[src/rtl/matrix_result_streamer.sv]
// matrix_result_streamer: snapshots the flat multiplier result bus on a rising
// rdy and streams its order*order elements row-major over valid/ready, with
// row/column indices, a last flag, a done pulse and a sticky overrun flag.
module matrix_result_streamer #(
  parameter int order    = 2,
  parameter int bitwidth = 16,
  localparam int RW      = (order > 1) ? $clog2(order) : 1
) (
  input  logic                              clk,
  input  logic                              reset,
  input  logic [2*order*order*bitwidth-1:0] C,
  input  logic                              rdy,
  output logic [bitwidth-1:0]               out_data,
  output logic [RW-1:0]                     out_row,
  output logic [RW-1:0]                     out_col,
  output logic                              out_valid,
  input  logic                              out_ready,
  output logic                              out_last,
  output logic                              busy,
  output logic                              done,
  output logic                              overrun
);

  localparam int ELEMS = order * order;
  localparam int IW    = $clog2(ELEMS);
  localparam logic [IW-1:0] LAST     = IW'(ELEMS - 1);
  localparam logic [IW-1:0] ORDER_IW = IW'(order);

  typedef enum logic [1:0] {IDLE, STREAM, DONE} state_t;

  state_t              state, state_n;
  logic [IW-1:0]       index, index_n;
  logic                rdy_q;
  logic                rise;
  logic                load;
  logic [bitwidth-1:0] buffer [ELEMS];

  logic [bitwidth-1:0] out_data_n;
  logic [RW-1:0]       out_row_n, out_col_n;
  logic                out_valid_n, out_last_n, busy_n, done_n, overrun_n;

  // Upper half of C is never used by this reader.
  logic unused_c_hi;
  assign unused_c_hi = ^C[2*ELEMS*bitwidth-1:ELEMS*bitwidth];

  assign rise = rdy & ~rdy_q;

  // Snapshot of the result bus, captured only when a stream is launched.
  always_ff @(posedge clk) begin
    if (load) begin
      for (int unsigned k = 0; k < ELEMS; k++) begin
        buffer[k] <= C[k*bitwidth +: bitwidth];
      end
    end
  end

  // State and registered outputs.
  always_ff @(posedge clk) begin
    if (reset) begin
      state     <= IDLE;
      index     <= '0;
      rdy_q     <= 1'b1;
      out_data  <= '0;
      out_row   <= '0;
      out_col   <= '0;
      out_valid <= 1'b0;
      out_last  <= 1'b0;
      busy      <= 1'b0;
      done      <= 1'b0;
      overrun   <= 1'b0;
    end else begin
      state     <= state_n;
      index     <= index_n;
      rdy_q     <= rdy;
      out_data  <= out_data_n;
      out_row   <= out_row_n;
      out_col   <= out_col_n;
      out_valid <= out_valid_n;
      out_last  <= out_last_n;
      busy      <= busy_n;
      done      <= done_n;
      overrun   <= overrun_n;
    end
  end

  // Next-state and next-output decode; outputs hold unless a transfer occurs.
  always_comb begin
    state_n     = state;
    index_n     = index;
    load        = 1'b0;
    out_data_n  = out_data;
    out_valid_n = out_valid;
    out_last_n  = out_last;
    busy_n      = busy;
    done_n      = 1'b0;
    overrun_n   = overrun | (rise & (state != IDLE));

    case (state)
      IDLE: begin
        if (rise) begin
          load        = 1'b1;
          index_n     = '0;
          out_data_n  = C[bitwidth-1:0];
          out_valid_n = 1'b1;
          out_last_n  = 1'b0;
          busy_n      = 1'b1;
          state_n     = STREAM;
        end
      end
      STREAM: begin
        if (out_valid & out_ready) begin
          if (index == LAST) begin
            out_valid_n = 1'b0;
            out_last_n  = 1'b0;
            done_n      = 1'b1;
            state_n     = DONE;
          end else begin
            index_n    = index + IW'(1);
            out_data_n = buffer[index_n];
            out_last_n = (index_n == LAST);
          end
        end
      end
      DONE: begin
        busy_n  = 1'b0;
        state_n = IDLE;
      end
      default: state_n = IDLE;
    endcase

    out_row_n = RW'(index_n / ORDER_IW);
    out_col_n = RW'(index_n % ORDER_IW);
  end

endmodule

[config.mk]
export PLATFORM = sky130hd
export DESIGN_NAME = matrix_result_streamer
export DESIGN_NICKNAME = d
export VERILOG_FILES = /design/src/rtl/matrix_result_streamer.sv
export SDC_FILE = /design/constraint.sdc
export NUM_CORES = 1
export LEC_CHECK = 0
export BUFFER_PORTS_ARGS = -buffer_cell sky130_fd_sc_hd__buf_2
export CORE_UTILIZATION = 35
export CTS_CLUSTER_SIZE = 10
export DETAILED_ROUTE_END_ITERATION = 7
export SLEW_MARGIN = 15
export SYNTH_ARGS = -nofsm -noshare
export SYNTH_HDL_FRONTEND = slang
export SYNTH_SLANG_ARGS = --single-unit
[constraint.sdc]
create_clock -name clk -period 5.6 [get_ports clk]
set_input_delay 0.28 -clock clk [delete_from_list [all_inputs] [get_ports clk]]
set_output_delay 0.28 -clock clk [all_outputs]
set_load 0.02 [all_outputs]
## Word-level counts from Yosys, hierarchy flattened

Memory sizes are Yosys's and may differ from the RTL's.
Cells that the tools add are included.
Widths: inputs -> output; s select.

- Flip-flop bits (word level): 28
- Bits in writable memories: 64
- Output and inout bits: 23
- Word-level logic and storage cells: 64
- Memories kept: 1

Memories:

| name | depth | bits a word | read ports | clocked after memory_dff | wr ports | line | text |
|---|---|---|---|---|---|---|---|
| buffer | 4 | 16 | 1 | 0 | 4 | 36 | `logic [bitwidth-1:0] buffer [ELEMS];` |

- $add $sub $neg: 1
- Equality and inequality tests: 8
- Muxes and demuxes: 26
- Bitwise gates (word level): 7
- Reductions and logical operators: 10

Operator list:

| kind | number |
|---|---|
| $mux 16 | 3 |
| $pmux 16 s2 | 1 |
| $mux 2 | 6 |
| $mux 1 | 11 |
| $ne 2x2->1 const B | 4 |
| $pmux 2 s2 | 2 |
| $reduce_and 4->1 | 2 |
| $eq 2x2->1 const B | 3 |
| $pmux 1 s2 | 3 |
| $reduce_and 3->1 | 2 |
| $reduce_bool 2->1 | 3 |
| $and 1x1->1 | 3 |
| $not 1->1 | 3 |
| $reduce_or 3->1 | 1 |
| $add 2x1->2 const B | 1 |
| $eq 2x1->1 const B | 1 |
| $logic_not 2->1 | 1 |
| $reduce_and 2->1 | 1 |
| $or 1x1->1 | 1 |

## Logic depth before layout (Yosys ltp)

Gate-level depths: netlist of the first run.

- Word-level depth: 6
- Gate-level depth with buffers: 9
- Gate-level depth less buffers: 5

## Worst setup path after synthesis of the first run

OpenSTA, ideal clock, no wires.

- Path type: register to register
- Start: register (tool-made name)
- End: register out_data[14]
- Library setup time: 134 ps
- Arrival: 2,368 ps
- Required time: 5,466 ps
- Slack: 3,098 ps
- Cell stages (with the launch flop): 10
- Path buffers: 4
- Path through: dfxtp_1 -> buf_4 -> buf_2 -> inv_1 -> ha_1 -> clkbuf_1 -> buf_2 -> mux4_2 -> mux2i_1 -> a21oi_2

RTL lines:

| element | line | text |
|---|---|---|
| to (signal assigned) | 75 | `out_data <= out_data_n;` |
| to (decl) | 13 | `output logic [bitwidth-1:0] out_data,` |

## Worst setup path after layout of the first run

- Start: register state[1]
- End: register out_data[15]

- Cells in the longest elaborated chain, start to end: 3
- Elaborated cells between the ends (all ways): 8

Ends and longest elaborated chain:

| element | line | text |
|---|---|---|
| from (decl) | 31 | `state_t state, state_n;` |
| from (signal assigned) | 72 | `state <= state_n;` |
| $eq 2x1->1 or $logic_not 2->1 (tied branches) | 98 | `case (state)` |
| $ne 2x2->1 (no source line) or $reduce_bool 2->1 (tied branches) | - |  |
| $reduce_and 4->1 (no source line) | - |  |

Parallel ways exist; a longest one is shown, timed or not.
A chain may end at the register's enable or synchronous reset.

==> results by group, run 1 <==
Global route
  • Vias in the first global route: roughly 2300
  • First-pass GRT wire length: roughly 12 mm
  • Antenna violations before repair: 0
  • Overflow after GRT: 0
  • Gr usage total: 14.82%
  • Largest net degree at the start of global routing: a little over 80

Timing
  • Fin. max-slew vios: 0
  • Unrepaired setup endpoints after global routing: no
  • Max_slew headroom: 43.64%
  • Worst Tran Pin Value: between 800 and 900 ps
  • Final Cycle Share: between 40% and 50%
  • Max Freq: ~0.36 GHz
  • Final Hold Fails: 0
  • Minimum clock period: around 2700 ps
  • Total Neg Setup Slack: 0 ps
  • Layout Skew: 13.30 ps
  • Final setup fails: 0

Setup path
  • Top delay family on crit path: flip-flops
  • Crit path buf inv count: 1
  • Crit path max fanout: 80
  • Setup crit start: state[1]
  • FF-to-FF Start: state[1]
  • Crit end category: register
  • Reg2Reg Setup Slack: between 2000 and 3000 ps
  • Slowest stage delay, CP: 860 ps
  • Worst EP required: 5810 ps
  • Crit path max-delay cell type: dfxtp_1
  • CP arrival: around 3000 ps
  • R2R Path End: out_data[15]
  • Worst setup SP type: register
  • Crit path cell chain: or4b_1 > clkinv_4 > o311ai_0 > a21oi_1
  • Type of the worst setup path: reg2reg
  • Reg2Reg Depth: 4

CTS
  • CTS Buf Count: 9
  • Cts hold-fix bufs: 0
  • CTS sink count: 90
  • Clock Pin Slew Worst Setup and Hold Paths: 90 ps
  • CTS Root Buffer Type: clkbuf_8
  • Insertion delay to the later sink of the worst-skew pair: ~360 ps
  • H-tree depth: 3
  • Maximum buffer depth of the clock tree: 2
  • CTS resizes: 0
  • CTS tree: yes
  • Postcts setup bufs: 0

Synthesis
  • Yosys warnings: 0
  • Mapped Area: 0.003787 mm^2
  • Synth Net Count: about 360
  • Flops & latches, synth: 90
  • Sequential fraction of the synthesis area: between 60% and 70%
  • Mapped Avg Cell Area: 16.61 um^2
  • Synth Instances: between 200 and 250
  • Number of distinct library cells after synthesis: 32

Floorplanning
  • Die Wd: 106.0 um
  • Core Footprint: 0.01042 mm^2
  • I/O pin cnt: between 150 and 200
  • Initial Util: between 30% and 40%
  • Die H: 106.0 um
  • Row count: 37
  • Die area: between 0.01 and 0.015 mm^2

Routing
  • DRT Pass-1 Iters: 4
  • Post-route DRC violation count: 0
  • First DRT Iteration DRCs: ~100
  • Total Routed Length: 7.712 mm
  • Wire per inst: ~17 um
  • DR vias: between 2000 and 2500
  • Drt via density: 5.079
  • Antenna Violating Nets Remaining: 0

Power and ir drop
  • Power Total: roughly 1.3 mW
  • Pwr/cell area: between 200 and 300 mW/mm^2
  • LEAKAGE: roughly 1.7 nW
  • VDD IR-drop max: about 0.00013 V

Run
  • Max-cap violations: 0

Place
  • DP Area: ~0.0043 mm^2
  • Placed cells: 438
  • Final HPWL DP: about 4.8 mm
  • Port Buffers: 90
  • Routability Congestion: approximately 0.67

Layout
  • Antenna Cells: 0
  • Area added between synthesis and finish: 19.89%
  • Final nets: 449
  • Fraction of layout instances using a drive strength above 1: between 40% and 50%
  • Post-Layout Cell Count: between 400 and 500
  • Final core occ: 43.59%
  • Final Cell Area: 0.004541 mm^2

Outcome
  • Outcome: finished clean

Worst hold path
  • Worst hold path class: in2reg
  • WHS Path Cells: 1
  • Hold_sp: C[39]
  • Hold Path Sink: buffer[2][7]
[per-layer routing]
| metal | share of wire (%) | track usage, % | up-vias |
|---|---|---|---|
| li1 | - | - | 1089 |
| met1 | 45 | 18.75 | 1147 |
| met2 | 50 | 23.58 | 64 |
| met3 | 4.5 | 3.372 | 6 |
| met4 | 1.2 | 8.135 | 0 |
| met5 | 0 | 0 | - |
[worst reg2reg max path, stage by stage (launching register included)]
cell and delay (ps):
dfxtp_1 860, or4b_1 440, clkinv_4 570, o311ai_0 670, a21oi_1 80
[worst max path at each step]
stage	depth (start not counted)	slack, ps	endpoint
3_3_place_gp	4	2960	out_data[14]
4_1_cts	4	2880	out_data[14]
3_5_place_dp	4	2880	out_data[14]
2_1_floorplan	9	3100	out_data[14]
5_1_grt	4	2590	out_data[14]
6_report	4	2860	out_data[15]
[where the power goes]
group | leakage, nW | internal, mW | total [mW] | switching [mW]
Sequential | 0.799 | 0.738 | 0.749 | 0.0115
Clock | 0.111 | 0.277 | 0.495 | 0.218
Combinational | 0.781 | 0.0452 | 0.101 | 0.0559
[cells by family after synthesis]
group	synth area share (%)
multiplexers	13.74
adder cells (fa/ha/maj)	1.321
AND/OR/NAND/NOR	7.565
flip-flops	64.49
buffers and inverters	3.601
AO/OA/AOI/OAI	9.283
[stage by stage]
step	worst slack [ps]	hold slack [ps]
finish	2860	90.72
global route	2592	70.62
CTS	2882	74.44
detailed placement	2875	441.0
global placement	2958	436.6
floorplan	3098	378.9
[synth_stat cells]
cell	number	area share (%)
edfxtp_1	64	51
buf_2	6	0.79
a21oi_2	10	2.3
nor2b_1	2	0.33
inv_1	6	0.59
o21bai_1	1	0.20
a2bb2oi_4	1	0.69
o311ai_1	9	2.1
buf_4	1	0.20
clkbuf_1	8	0.79
nor3_1	2	0.26
dfxtp_1	26	14
mux4_2	16	9.5
mux2i_1	16	4.2
or4b_1	1	0.26
or4bb_1	16	4.8
buf_8	1	0.40
nand3_1	3	0.40
o311ai_0	7	1.6
a31o_2	1	0.23
or2_2	1	0.17
clkinv_4	1	0.23
nand2_1	2	0.20
ha_1	4	1.3
nor3b_1	1	0.20
nand2b_1	3	0.50
o21ai_0	2	0.26
nand4b_1	1	0.23
and4b_1	1	0.26
buf_6	2	0.59
a21oi_1	12	1.6
o221a_2	1	0.30
[state kept, by name, summed over array words and instances (netlist names), named ones only]
register / cells
busy: 1
buffer: 64
out_last: 1
out_data: 16
state: 2
done: 1
rdy_q: 1
out_valid: 1
overrun: 1
[cell type report]
type	count	area, um^2
sequential	90	2442
clock inverter	2	60.06
fill	964	5876
multi-input combinational	113	1209
timing repair buffer	92	465.4
tap	136	170.2
inverter	7	31.28
clock buffer	14	162.7
[cells in the final DEF, fill, tap and decap left out, types with 9 or more instances in the layout]
master | Yosys | final
mux2i_1 | 16 | 16
clkbuf_8 | 0 | 11
a21oi_2 | 10 | 10
a21oi_1 | 12 | 12
or4bb_1 | 16 | 16
buf_2 | 6 | 90
mux4_2 | 16 | 16
edfxtp_1 | 64 | 64
o311ai_1 | 9 | 9
dfxtp_1 | 26 | 26
Note: power is estimated with default switching activity, not from simulation.
==> inputs of run 2 (changes only) <==
==> constraint.sdc (replaced) <==
create_clock -name clk -period 2.6 [get_ports clk]
set_input_delay 0.13 -clock clk [delete_from_list [all_inputs] [get_ports clk]]
set_output_delay 0.13 -clock clk [all_outputs]
set_load 0.02 [all_outputs]
==> run 2 against run 1 <==
Net effect:
- first-iteration DRC count rose by 22%
- count of clock-buffer cells in the layout fell by 2
- clock power rose by 83%
- cell count rose by 16%
- global-route usage rose by 1.8 points
- critical path type unchanged
==> results by group, run 2 (synthesized netlist as in run 1, its figures left out) <==
Layout
  • Area added between synthesis and finish: 37.66%
  • Commonest non-fill, non-tap cell in the layout: buf_2
  • Biggest register: buffer
  • Final core occ: 50.05%
  • Largest register FFs: 64
  • Top flop regs: buffer (64), out_data (16), state (2)
  • Final nets: approximately 520
  • Multi-input logic area: roughly 0.0012 mm^2
  • Antenna Cells: 0
  • Commonest non-fill, non-tap cells in the layout: buf_2, dlygate4sd3_1, edfxtp_1
  • Register area: roughly 0.0024 mm^2
  • # fillers: 921
  • Fraction of layout instances using a drive strength above 1: a little over a third

CTS
  • Maximum buffer depth of the clock tree: 2
  • CTS tree: yes
  • H-tree depth: 3
  • Clock Pin Slew Worst Setup and Hold Paths: about 90 ps
  • CTS Root Buffer Type: clkbuf_8
  • CTS sink count: 90
  • CTS Buf Count: 9
  • Postcts setup bufs: 0
  • Insertion delay to the later sink of the worst-skew pair: 350 ps

Place
  • Routability Congestion: 0.7013
  • Port Buffers: 90
  • Final HPWL DP: 5.126 mm

Floorplanning
  • Row count: 37
  • I/O pin cnt: 155
  • Initial Util: between 30% and 40%
  • Die H: approximately 110 um
  • Die Wd: 106.0 um
  • Die area: around 0.011 mm^2
  • Core Footprint: roughly 0.010 mm^2

Setup path
  • Crit path max fanout: 12
  • Worst EP required: 2830 ps
  • Crit end category: register
  • Reg2Reg Depth: 6
  • Slowest stage delay, CP: slightly below 500 ps
  • CP arrival: 2320 ps
  • Type of the worst setup path: reg2reg
  • R2R Path End: out_data[4]
  • Crit path max-delay cell type: or4bb_1
  • Cell with the most instances on the worst path: buf_4
  • Crit path cell chain: buf_4 > ha_1 > buf_4 > or4bb_1 > o311ai_1 > a21oi_2
  • Worst setup SP type: register
  • Reg2Reg Setup Slack: ~500 ps

Outcome
  • Outcome: finished clean

Timing
  • Worst hold slack: around 64 ps
  • Worst Tran Pin Value: about 750 ps
  • Max Freq: between 0.4 and 0.5 GHz
  • Unrepaired setup endpoints after global routing: no
  • Minimum clock period: around 2100 ps
  • Layout Skew: 8.749 ps
  • Total Neg Setup Slack: 0 ps
  • Final Cycle Share: between 80% and 90%
  • Final setup fails: 0
  • Max_slew headroom: 50.25%
  • Final Hold Fails: 0
  • Fin. max-slew vios: 0

Global route
  • Gr usage total: around 17%
  • Largest net degree at the start of global routing: 58
  • Antenna violations before repair: 0
  • Overflow after GRT: 0
  • Vias in the first global route: between 2000 and 3000
  • First-pass GRT wire length: ~14 mm

Power and ir drop
  • LEAKAGE: around 2.0 nW
  • VDD IR-drop max: between 0.0003 and 0.0004 V
  • Pwr/cell area: roughly 540 mW/mm^2

Routing
  • Total Routed Length: just over 8 mm
  • First DRT Iteration DRCs: about 130
  • DR vias: 2588
  • Wire per inst: 15.72 um
  • Drt via density: 4.902
  • Antenna Violating Nets Remaining: 0
  • Post-route DRC violation count: 0
  • DRT Pass-1 Iters: 4

Worst hold path
  • WHS Path Cells: 2
  • Hold_sp: reset
  • Worst hold path class: in2reg

Run
  • Max-cap violations: 0
-- run 2: cell count changes in the layout (fill, tap and decap cells not counted) --
cell           delta
clkinv_2          +1
dlygate4sd3_1    +65
clkinv_1          +2
bufinv_16         -1
clkbuf_8          -2
buf_4             +9
-- run 2: repair_timing --
item | CTS | global route
hold endpoints to repair | 65 | 0
resized for setup | 0 | 0
hold buffers | 65 | 0
-- run 2: final cells by class --
class                   count  share of cell area [%]
multi-input cells         113                   23.18
inverters                   7                  0.6000
repair buffers            166                   22.70
well taps                 136                   3.264
flip-flops and latches     90                   46.84
clock inverters             4                  0.8159
clock buffers              12                   2.592
-- run 2: worst max path at each step --
stage / end / slack [ps] / depth (start not counted)
finish: out_data[4] / 510 / 6
CTS: out_data[5] / 470 / 6
global route: out_data[2] / 340 / 6
global placement: out_data[4] / 540 / 6
floorplan: out_data[14] / 100 / 9
detailed placement: out_data[4] / 500 / 6
-- run 2: report_power, final --
group	internal [mW]	total [mW]	switching, mW
sequential	1.59	1.61	0.0200
clock	0.438	0.907	0.469
combinational	0.165	0.303	0.137
total	2.19	2.82	0.626
-- run 2: layer usage --
metal  routed length [um]  track usage [%]
met5                    0                0
met4                  184            7.440
met3                  311            3.004
met2                 4258            27.64
met1                 3546            21.24
-- run 2: critical path, delay by kind of cell, from the launching register on --
family,cells,cell delay [ps]
flops,1,350
fa+ha+maj,1,460
simple gates,1,490
buf+inv,2,490
compound gates,2,170
-- run 2: through the flow --
step / power [mW] / cells / cell area [um^2] / setup WS [ps]
global route: 2.942 / 528 / 5214 / 337.2
finish: 2.818 / 528 / 5214 / 511.3
global placement: 1.865 / 447 / 4385 / 535.5
floorplan: 1.768 / 228 / 3787 / 98.42
CTS: 2.857 / 528 / 5214 / 472.4
detailed placement: 1.872 / 447 / 4385 / 499.9
==> inputs of run 3 (changes only) <==
==> constraint.sdc (replaced) <==
create_clock -name clk -period 1.81 [get_ports clk]
set_input_delay 0.0905 -clock clk [delete_from_list [all_inputs] [get_ports clk]]
set_output_delay 0.0905 -clock clk [all_outputs]
set_load 0.02 [all_outputs]
==> run 3 against run 2 <==
Net effect:
- sequential power is 43% higher
- register-to-register slack got worse by 370 ps
- hold slack improved by 34 ps
- wire length rose by 2.0%
- non-clock buffer count up 9
- setup slack got worse by 370 ps
- flip-flop and latch count stayed put
- largest power group unchanged
- global-route usage is 0.27 points lower
- cell count increased by 1.7%
==> results by group, run 3 (synthesized netlist as in run 1, its figures left out) <==
Layout
  • Area added between synthesis and finish: 43.11%
  • Commonest non-fill, non-tap cells in the layout: buf_2, dlygate4sd3_1, edfxtp_1
  • Biggest register: buffer
  • Final Cell Area: around 0.0054 mm^2
  • Final nets: ~530
  • Commonest non-fill, non-tap cell in the layout: buf_2
  • Largest register FFs: 64
  • Fraction of layout instances using a drive strength above 1: 39.15%
  • Antenna Cells: 0
  • Top flop regs: buffer (64), out_data (16), state (2)

Power and ir drop
  • Internal power: roughly 3.3 mW
  • Reg power frac: 54.1%
  • Sw Share: between 20% and 30%
  • LEAKAGE: a little over 2 nW
  • Pwr/cell area: between 700 and 800 mW/mm^2
  • Clock network fraction of total power: a little over a third
  • VDD IR-drop max: 0.0004641 V
  • Switching Power: about 0.93 mW
  • Gate power share: a little over a tenth

Setup path
  • Worst setup SP type: register
  • Type of the worst setup path: reg2reg
  • CP arrival: about 1700 ps
  • Worst EP required: about 1900 ps
  • Crit path max fanout: 26
  • Crit end category: register

Timing
  • Final setup fails: 0
  • Total Neg Setup Slack: 0 ps
  • Layout Skew: 5.412 ps
  • Unrepaired setup endpoints after global routing: no
  • Max Freq: 0.6009 GHz
  • Max_slew headroom: roughly 65%
  • Minimum clock period: between 1500 and 2000 ps
  • Worst Tran Pin Value: 529.0 ps
  • Fin. max-slew vios: 0
  • Final Hold Fails: 0
  • Final Cycle Share: around nine tenths

Place
  • DP Area: 0.004502 mm^2
  • Final HPWL DP: ~5.3 mm
  • Port Buffers: 90
  • Routability Congestion: 0.7167

Routing
  • Total Routed Length: between 8 and 9 mm
  • Antenna Violating Nets Remaining: 0
  • DRT Pass-1 Iters: 4
  • DR vias: about 2600
  • Drt via density: between 4 and 5
  • Wire per inst: ~16 um
  • First DRT Iteration DRCs: 111
  • Post-route DRC violation count: 0

Floorplanning
  • Die Wd: between 100 and 150 um
  • Die area: roughly 0.011 mm^2
  • Row count: 37
  • Die H: between 100 and 150 um
  • Core Footprint: between 0.01 and 0.015 mm^2
  • Initial Util: around 36%
  • I/O pin cnt: between 150 and 200

CTS
  • Maximum buffer depth of the clock tree: 2
  • CTS Root Buffer Type: clkbuf_8
  • CTS sink count: 90
  • Insertion delay to the later sink of the worst-skew pair: 360 ps
  • Clock Pin Slew Worst Setup and Hold Paths: around 80 ps
  • CTS tree: yes
  • CTS Buf Count: 9
  • H-tree depth: 3

Global route
  • Gr usage total: between 10% and 20%
  • Vias in the first global route: around 2700
  • Largest net degree at the start of global routing: 27
  • Antenna violations before repair: 0
  • Overflow after GRT: 0
  • First-pass GRT wire length: between 10 and 15 mm

Run
  • Max-cap violations: 0

Outcome
  • Outcome: finished clean

Worst hold path
  • Worst hold path class: in2reg
-- run 3: changes by cell type in the layout (fill, tap and decap cells not counted), sizes merged --
cell,before,now
dlygate4sd3,65,66
buf,101,109
bufinv,1,2
clkinvlp,0,1
clkbuf,12,10
-- run 3: power groups by stage --
stage	clock, mW	combinational [mW]	sequential (mW)
2_1_floorplan	0	0.159	2.38
3_3_place_gp	0	0.344	2.35
3_5_place_dp	0	0.351	2.36
4_1_cts	1.55	0.460	2.31
5_1_grt	1.63	0.496	2.32
6_report	1.50	0.460	2.31
-- run 3: cell type report --
type	instances	area, um^2
inverters	7	36.28
multi-input cells	113	1221
clock buffers	10	137.6
well taps	136	170.2
flip-flops and latches	90	2446
clock inverters	6	80.08
fillers	904	4996
repair buffers	175	1329
-- run 3: critical path: stages (launching register included) --
cell and delay (ps):
dfxtp_1 310, or4b_1 600, clkinv_4 240, buf_4 220
-- run 3: per-layer routing --
layer / track usage, % / part of all wire, % / vias to the layer above / routed length [um]
met2: 27.26 / 50 / 58 / 4234
met5: 0 / 0 / - / 0
met4: 7.837 / 2.8 / 0 / 237
met3: 4.721 / 3.9 / 16 / 327
met1: 19.47 / 43 / 1245 / 3671
li1: - / - / 1261 / -
-- run 3: per-stage QoR --
stage | instances | power [mW] | hold WS [ps] | worst slack (ps) | utilization [%]
global placement | 453 | 2.697 | 268.0 | 61.64 | 43.22
floorplan | 228 | 2.543 | 189.4 | -44.14 | -
global route | 537 | 4.446 | 110.0 | 49.69 | 52.04
detailed placement | 453 | 2.708 | 268.6 | 43.76 | 43.22
CTS | 535 | 4.318 | 85.43 | 41.18 | 51.65
finish | 537 | 4.267 | 98.68 | 145.8 | 52.04
-- run 3: worst paths after layout --
kind / startpoint / to / slack [ps] / depth (start not counted)
worst max-delay path: state[0] / buffer[2][12] / 150 / 3
worst min-delay path: out_ready / state[0] / 100 / 3
worst max register to register: state[0] / buffer[2][12] / 150 / 3
worst min register to register: overrun / overrun / 450 / 2
-- run 3: repair_timing --
| item | 4_1_cts | 5_1_grt |
|---|---|---|
| gates resized for setup | 0 | 0 |
| buffers inserted | 0 | 2 |
| hold buffers | 66 | 0 |
| endpoints found under the hold margin | 66 | 0 |
| endpoints found under the setup margin | 0 | 4 |
